`src/rtl/bram_writer.sv`:
```
// Waveform loader: accepts a stream of 32-bit samples from the host and writes
// them to consecutive BRAM words starting at BRAM_BASE_ADDR, then publishes the
// sample count and enables playback.
//
// Ports:
//   ref_clock       - single clock, rising edge
//   rst_n           - asynchronous active-low reset
//   load_start      - one-cycle request to begin a new load (IDLE/DONE only)
//   sample_in       - sample word
//   sample_valid    - sample_in is valid
//   sample_last     - accompanying sample is the final one
//   sample_ready    - block accepts a sample this cycle (combinational)
//   bram_write_addr - BRAM byte address (registered)
//   bram_write_data - BRAM write data (registered)
//   bram_write_en   - BRAM byte enables, 4'hF on a write cycle, else 4'h0
//   num_of_samples  - sample count of the last completed load
//   load_done       - a completed waveform is resident
//   play_enable     - playback permitted
module bram_writer #(
  parameter logic [31:0] BRAM_BASE_ADDR = 32'h4000000c,
  parameter int unsigned DEPTH          = 4096
) (
  input  logic        ref_clock,
  input  logic        rst_n,
  input  logic        load_start,
  input  logic [31:0] sample_in,
  input  logic        sample_valid,
  input  logic        sample_last,
  output logic        sample_ready,
  output logic [31:0] bram_write_addr,
  output logic [31:0] bram_write_data,
  output logic [3:0]  bram_write_en,
  output logic [31:0] num_of_samples,
  output logic        load_done,
  output logic        play_enable
);

  // One extra bit so k can hold DEPTH itself.
  localparam int unsigned KW = $clog2(DEPTH) + 1;
  localparam logic [KW-1:0] DepthK = KW'(DEPTH);

  typedef enum logic [1:0] {
    StIdle,
    StLoad,
    StFlush,
    StDone
  } state_e;

  state_e        state_q;
  logic [KW-1:0] k_q;
  logic [KW-1:0] k_next;
  logic          accept;

  assign sample_ready = (state_q == StLoad) && (k_q < DepthK);
  assign accept       = sample_valid && sample_ready;
  assign k_next       = k_q + KW'(1);

  always_ff @(posedge ref_clock or negedge rst_n) begin
    if (!rst_n) begin
      state_q         <= StIdle;
      k_q             <= '0;
      bram_write_en   <= 4'h0;
      bram_write_addr <= BRAM_BASE_ADDR;
      bram_write_data <= 32'h0;
      num_of_samples  <= 32'h0;
      load_done       <= 1'b0;
      play_enable     <= 1'b0;
    end else begin
      // Write enable is a one-cycle strobe; addr/data hold between writes.
      bram_write_en <= 4'h0;
      unique case (state_q)
        StIdle, StDone: begin
          if (load_start) begin
            state_q     <= StLoad;
            k_q         <= '0;
            load_done   <= 1'b0;
            play_enable <= 1'b0;
          end
        end
        StLoad: begin
          if (accept) begin
            bram_write_en   <= 4'hF;
            bram_write_addr <= BRAM_BASE_ADDR + (32'(k_q) << 2);
            bram_write_data <= sample_in;
            k_q             <= k_next;
            if (sample_last || (k_next == DepthK)) begin
              state_q <= StFlush;
            end
          end
        end
        StFlush: begin
          // Final write is on the BRAM port this cycle; publish afterwards.
          state_q        <= StDone;
          num_of_samples <= 32'(k_q);
          load_done      <= 1'b1;
          play_enable    <= 1'b1;
        end
        default: state_q <= StIdle;
      endcase
    end
  end

endmodule

```
`config.mk`:
```
export PLATFORM = sky130hd
export DESIGN_NAME = bram_writer
export DESIGN_NICKNAME = d
export VERILOG_FILES = /design/src/rtl/bram_writer.sv
export SDC_FILE = /design/constraint.sdc
export NUM_CORES = 1
export LEC_CHECK = 0
export BUFFER_PORTS_ARGS = -buffer_cell sky130_fd_sc_hd__clkbuf_2
export CAP_MARGIN = 20
export CORE_MARGIN = 10
export CORE_UTILIZATION = 31
export CTS_BUF_LIST = sky130_fd_sc_hd__clkbuf_2 sky130_fd_sc_hd__clkbuf_4 sky130_fd_sc_hd__clkbuf_8
export CTS_CLUSTER_DIAMETER = 100
export CTS_CLUSTER_SIZE = 20
export DETAILED_ROUTE_END_ITERATION = 8
export HOLD_SLACK_MARGIN = 0.08
export PLACE_DENSITY = 0.54
export SETUP_SLACK_MARGIN = 0.05
export SLEW_MARGIN = 20
export SYNTH_ARGS = -nofsm -noshare
export SYNTH_HDL_FRONTEND = slang
export SYNTH_SLANG_ARGS = --single-unit
```
`constraint.sdc`:
```
create_clock -name ref_clock -period 2.1 [get_ports ref_clock]
set_input_delay 0.21 -clock ref_clock [delete_from_list [all_inputs] [get_ports ref_clock]]
set_output_delay 0.21 -clock ref_clock [all_outputs]
set_load 0.01 [all_outputs]
```
==> results of run 1 <==
## cell type report
type                    instances  area, sq um
inverters                       6         22.5
multi-input cells             300         1600
clock inverters                 3         67.6
flip-flops and latches         76         1910
well taps                     147          184
fillers                      1249         7080
clock buffers                  13          173
repair buffers                152          983
## per-layer routing
layer	routed length, um	global-route usage (%)	vias up
li1	-	-	1543
met1	4210	13.8	1459
met2	4720	18.3	108
met3	928	4.79	18
met4	181	4.77	0
met5	0	0	-
## synthesized netlist by cell type, types with 4 or more instances
library cell	instances	area share (%)
buf_1	6	0.59
nor2b_1	4	0.66
nand3_1	4	0.53
nor3_1	6	0.79
buf_4	45	8.9
inv_1	6	0.59
a21oi_1	8	1.1
dfrtp_1	74	49
ha_1	6	2.0
a31oi_1	4	0.66
nand2_1	122	12
clkbuf_1	10	0.98
mux2_2	13	3.8
xnor2_1	8	1.8
buf_2	5	0.66
o21ai_0	27	3.5
xor2_1	4	0.92
nor2_1	16	1.6
o31ai_1	4	0.79
## state kept, by name, summed over array words and instances (netlist names)
register         cells
bram_write_addr     14
bram_write_data     32
bram_write_en        1
k_q                 13
num_of_samples      13
play_enable          1
state_q              2
## kinds of logic (layout without fill, tap and decap cells)
| kind of cell | after synthesis | in the layout |
|---|---|---|
| and+or+nand+nor | 172 | 172 |
| DFF | 76 | 76 |
| buffers and inverters | 72 | 174 |
| AOI/OAI and AO/OA | 57 | 57 |
| muxes | 16 | 16 |
| xor gates and xnor gates | 12 | 12 |
| adders and majority gates | 6 | 6 |
| other | 2 | 37 |
## through the flow
step	instance area, sq um	setup slack (ns)	utilization [%]	hold slack (ns)
after global placement	4360	0.230	36.3	0.120
final	4940	0.169	41.1	0.200
after global routing	4940	0.0303	41.1	0.216
after floorplan	3940	0.228	-	-0.0856
after detailed placement	4360	0.158	36.3	0.118
after CTS	4930	0.126	41.1	0.185
## where the power goes
part / leakage, nW / switching [mW] / internal, mW
Combinational: 1.45 / 1.22 / 0.787
Sequential: 0.989 / 0.246 / 1.89
Clock: 0.119 / 0.539 / 0.780
Total: 2.56 / 2.00 / 3.45
## repair_timing
item | in CTS | in global routing
buffers inserted | 0 | 0
setup endpoints to repair | 0 | 5
hold buffers | 33 | 0
gates resized for setup | 0 | 3
endpoints found under the hold margin | 96 | 0
## worst max path at each step
stage | startpoint | end
after floorplan | k_q[0] | state_q[0]
after global placement | k_q[1] | state_q[0]
after detailed placement | k_q[1] | state_q[1]
after CTS | k_q[1] | state_q[1]
after global routing | k_q[6] | state_q[0]
final | k_q[2] | state_q[1]
## worst reg2reg max path, cell delays in order (launching register included)
cell,delay [ns]
dfrtp_1,0.60
nand3_2,0.24
o21a_1,0.23
o32a_1,0.29
a41oi_2,0.27
mux2i_1,0.22
==> summary.txt, run 1 <==
Outcome
  – Status: completed

Min path
  – Hold wc startpoint: load_start
  – Hold WC Path Type: input pin to register
  – Hold EP: play_enable
  – Worst hold path cell count: 3

Clock network
  – Htree depth: 3
  – CTS tree: done
  – Clk sinks: 76
  – TritonCTS Buffers: 9
  – CTS Root Cell: clkbuf_8
  – CTS max path bufs: 2
  – Clk Latency, worst-skew pair: about 0.37 ns
  – Clk slew on worst S/H paths: roughly 0.08 ns

Routing
  – Total wire length: 10.0 mm
  – Detailed-router iteration count before antenna repair: 4
  – Routed len/inst: ~14 um
  – Post-route ant nets: 0
  – Residual DRC: 0
  – Drt via density: around 4.5
  – Routed via count: roughly 3.1k
  – Drt first-iter violations: between 200 and 250

Worst setup path
  – Stages on worst setup path: 5
  – CP Capture Type: register
  – CP Cell Sequence: nand3_2, o21a_1, o32a_1, a41oi_2, mux2i_1
  – Delay-heaviest family, CP: compound AO/OA/AOI/OAI gates
  – Slowest cell delay on critical path: ~0.6 ns
  – Buf/Inv on CP: 0
  – Startpoint types: register
  – Setup CP Type: register to register
  – Slowest cell on crit path: dfrtp_1
  – FF-to-FF End: state_q[1]
  – WP data required: approximately 2.4 ns
  – RR Startpoint: k_q[2]
  – R2r setup slk: between 0.15 and 0.2 ns
  – Critical path fanouts, max: 13
  – Worst Path Arrival: around 2.2 ns
  – Worst R2R Path Depth: 5

Floorplan
  – Num ports: 140
  – Die Y-Extent: 131 um
  – Site Rows: 40
  – Initial Util: a little under a third
  – Die X-Extent: 131 um
  – Die ar.: roughly 0.017 sq mm
  – Core ar.: ~0.012 sq mm

Run
  – Max-cap violations: 0

Logic synthesis
  – Synth Area in XOR/XNOR: between 2 and 3%
  – Main combinational cell family by area after synthesis: simple AND/OR/NAND/NOR gates
  – Synth Area in Adders: around 2%
  – Commonest register cell after synthesis: dfrtp_1
  – Synthesized area per cell: around 9 sq um
  – Post-synthesis compound-gate area fraction: under 10%
  – Yosys reg bits: 76
  – EDFF count, synth: 0
  – Post-Syn Instances: roughly 410
  – Simple-Gate Fraction of Synth Area: just under 20%
  – Distinct cells, synth: between 40 and 50
  – Post-synthesis mux area share: between 4 and 5%
  – Yosys warning count: 0
  – Synthesized area: ~0.0038 sq mm
  – Share of synthesized registers carrying an async set or reset: 100%
  – Sequential-to-total area share from yosys stat: 50.0%

Global routing
  – Largest net degree at the start of global routing: 57
  – Initial antenna violation count: 0
  – GRT Overall Usage: a little under an eighth
  – Vias in the first global route: 2,994
  – Global-route wire length before repair: about 16 mm
  – Total gr overflow: 0

STA
  – Skew final: about 0.0094 ns
  – Fin crit share: about 92%
  – Achievable frequency: 518 MHz
  – Setup violators final: 0
  – Tmin final: about 1.9 ns
  – Max Slew Vio Count: 0
  – Fin Setup TNS: 0 ns
  – Slew at the pin with the worst max-slew slack: about 0.68 ns
  – Fin. Hold Viols: 0
  – RSZ-0062 raised after global routing: true
  – Relative slew slack: between 50% and 60%

Placed design
  – Final HPWL DP: between 7 and 8 mm
  – Placed Cells: 648
  – Placer Congestion: just over 0.8
  – PortBufs: a little over 100

Cells and area
  – Final #Nets: ~600
  – Final std cells w/o fill: around 700
  – Most common cell after layout, fill and taps aside: nand2_1
  – ANT cells: 0
  – Layout cells sized above 1: between 30% and 40%
  – Syn-to-layout area delta: 29.5%
  – Commonest cells after routing, fill and taps aside: nand2_1, clkbuf_2, dfrtp_1

Pwr
  – Pwr Total: about 5.5 mW
  – Power Dens Cells: between 1000 and 1500 mW/mm^2
  – Static Leak: 2.56 nW
  – Worst ir drop on vdd: just under 0.0007 V
No activity file was read; power rests on OpenSTA's default activity.
==> run 2, diff against run 1 <==
CORE_ASPECT_RATIO = 0.6   (was not set)
RECOVER_POWER = 100   (was not set)
==> run 2 against run 1 <==
Effect of this change: highest routed layer unchanged; clock skew down 0.0044 ns; critical endpoint is now bram_write_addr[9]; power shrank 0.39%; sequential share of layout area grew 0.42 points; sequential cell count did not move; largest cell class unchanged; critical path type unchanged; setup slack better by 0.016 ns.
==> summary.txt, run 2 (synthesis gave the netlist of run 1 again) <==
Floorplan
  – Num ports: 140 (unchanged)
  – Die Y-Extent: 106 um (-19%)
  – Core ar.: 0.0120 sq mm (+0.10%)
  – Die ar.: 0.0173 sq mm (+0.85%)
  – Initial Util: 31.7% (-0.033 points)
  – Die X-Extent: 163 um (+25%)
  – Site Rows: 31 (-23%)

Pwr
  – Power Dens Cells: 1110 mW/mm^2 (+0.76%)
  – Static Leak: 2.34 nW (-8.3%)
  – Worst ir drop on vdd: 0.000509 V (-27%)

Global routing
  – Largest net degree at the start of global routing: 55 (-3.5%)
  – Vias in the first global route: 3,220 (+7.5%)
  – Initial antenna violation count: 0 (unchanged)
  – Total gr overflow: 0 (unchanged)
  – GRT Overall Usage: 12.4% (+0.75 points)
  – Global-route wire length before repair: 17.5 mm (+11%)

STA
  – Fin crit share: 91.2% (-0.75 points)
  – Relative slew slack: 46.7% (-7.7 points)
  – Tmin final: 1.92 ns (-0.0157 ns)
  – Fin Setup TNS: 0 ns (unchanged)
  – Max Slew Vio Count: 0 (unchanged)
  – Setup violators final: 0 (unchanged)
  – RSZ-0062 raised after global routing: false
  – Achievable frequency: 522 MHz (+0.82%)
  – Slew at the pin with the worst max-slew slack: 0.792 ns (+0.115 ns)
  – Skew final: 0.00498 ns (-0.00441 ns)
  – Fin. Hold Viols: 0 (unchanged)

Worst setup path
  – Startpoint types: register
  – WP data required: 2.31 ns (-0.08 ns)
  – Worst Path Arrival: 2.12 ns (-0.11 ns)
  – Slowest cell delay on critical path: 0.65 ns (+0.05 ns)
  – Critical path's most frequent cell: o21ai_0
  – CP Cell Sequence: clkbuf_2, o21ai_0, nor2_1, xnor2_1, o21ai_0
  – Critical path fanouts, max: 9 (-4)
  – CP Capture Type: register
  – RR Startpoint: k_q[0]
  – Slowest cell on crit path: o21ai_0
  – Worst R2R Path Depth: 5 (unchanged)
  – Crit. Startpoint: k_q[0]
  – Setup CP Type: register to register

Placed design
  – Placed Cells: 666 (+2.8%)
  – PortBufs: 102 (unchanged)
  – Placer Congestion: 0.848 (+4.6%)
  – Final HPWL DP: 7.98 mm (+5.5%)

Cells and area
  – ANT cells: 0 (unchanged)
  – Final #Nets: 588 (unchanged)
  – Final std cells w/o fill: 715 (+2.6%)
  – Layout cells sized above 1: 18.0% (-12 points)
  – Max FFs per register: 32 (unchanged)
  – Commonest cells after routing, fill and taps aside: nand2_1, dfrtp_1, clkbuf_1
  – Top Registers: bram_write_data (32), bram_write_addr (14)
  – Syn-to-layout area delta: 28.0%
  – Most common cell after layout, fill and taps aside: nand2_1
  – Most flop-heavy register: bram_write_data

Run
  – Max-cap violations: 0 (unchanged)

Clock network
  – TritonCTS Buffers: 9 (unchanged)
  – CTS max path bufs: 2 (unchanged)
  – CTS tree: done
  – CTS Root Cell: clkbuf_8
  – Clk slew on worst S/H paths: 0.08 ns (about the same)
  – Clk Latency, worst-skew pair: 0.35 ns (-0.02 ns)
  – Clk sinks: 76 (unchanged)
  – Postcts setup bufs: 0 (unchanged)
  – Htree depth: 3 (unchanged)

Routing
  – Drt via density: 4.31 (-3.9%)
  – Drt first-iter violations: 203 (-18%)
  – Total wire length: 10.7 mm (+7.0%)
  – Detailed-router iteration count before antenna repair: 4 (unchanged)
  – Residual DRC: 0 (unchanged)
  – Post-route ant nets: 0 (unchanged)
  – Routed len/inst: 15.0 um (+4.3%)
  – Routed via count: 3,083 (-1.4%)

Min path
  – Hold WC Path Type: input pin to register
  – Worst hold path cell count: 3 (unchanged)
  – Hold wc startpoint: load_start

Outcome
  – Status: completed
## run 2: timing repair
| action | in CTS | in global routing |
|---|---|---|
| hold buffers | 33 | 0 |
| endpoints found under the setup margin | 0 | 2 |
| hold endpoints to repair | 59 | 0 |
| gates resized for setup | 0 | 4 |
## run 2: path summary, 6_finish.rpt
| check | endpoint | slack (ns) |
|---|---|---|
| min in group asynchronous | bram_write_en[2] | 0.43 |
| hold / removal | play_enable | 0.22 |
| max in group asynchronous | k_q[2] | 0.43 |
| setup reg to reg | bram_write_addr[9] | 0.18 |
| setup / recovery | bram_write_addr[9] | 0.18 |
| hold reg to reg | bram_write_data[25] | 0.48 |
## run 2: layout make-up
| cell class | instances | area [sq um] |
|---|---|---|
| clock buffer | 12 | 153 |
| fill | 1255 | 7140 |
| timing repair buffer | 152 | 883 |
| multi-input combinational | 300 | 1610 |
| clock inverter | 4 | 97.6 |
| sequential | 76 | 1910 |
| inverter | 6 | 22.5 |
| tap | 165 | 206 |
## run 2: metal layers
layer | wire length, um | share of wire, % | GRT usage (%)
met5 | 0 | 0 | 0
met4 | 64 | 0.60 | 2.50
met3 | 864 | 8.0 | 4.62
met2 | 4370 | 41 | 17.2
met1 | 5440 | 51 | 17.8
## run 2: power by group
part | internal, mW | switching (mW)
clock network | 0.849 | 0.546
registers | 1.88 | 0.245
logic | 0.662 | 1.25
total | 3.39 | 2.04
## run 2: stage by stage
step	util [%]	hold WS, ns	worst slack, ns	instance area, sq um	power (mW)
final	40.6	0.216	0.185	4880	5.44
after global routing	40.6	0.219	0.0322	4880	5.87
after CTS	41.3	0.197	0.110	4960	5.62
after detailed placement	36.5	0.158	0.120	4380	4.16
after global placement	36.5	0.157	0.251	4380	4.11
after floorplan	-	-0.0856	0.228	3940	3.36
## run 2: worst max-delay path, delay by kind of cell (launching register included)
kind,cells,cell delay (ns)
xor gates and xnor gates,1,0.27
AOI/OAI and AO/OA,2,0.76
DFF,1,0.39
buffers and inverters,1,0.18
and+or+nand+nor,1,0.18
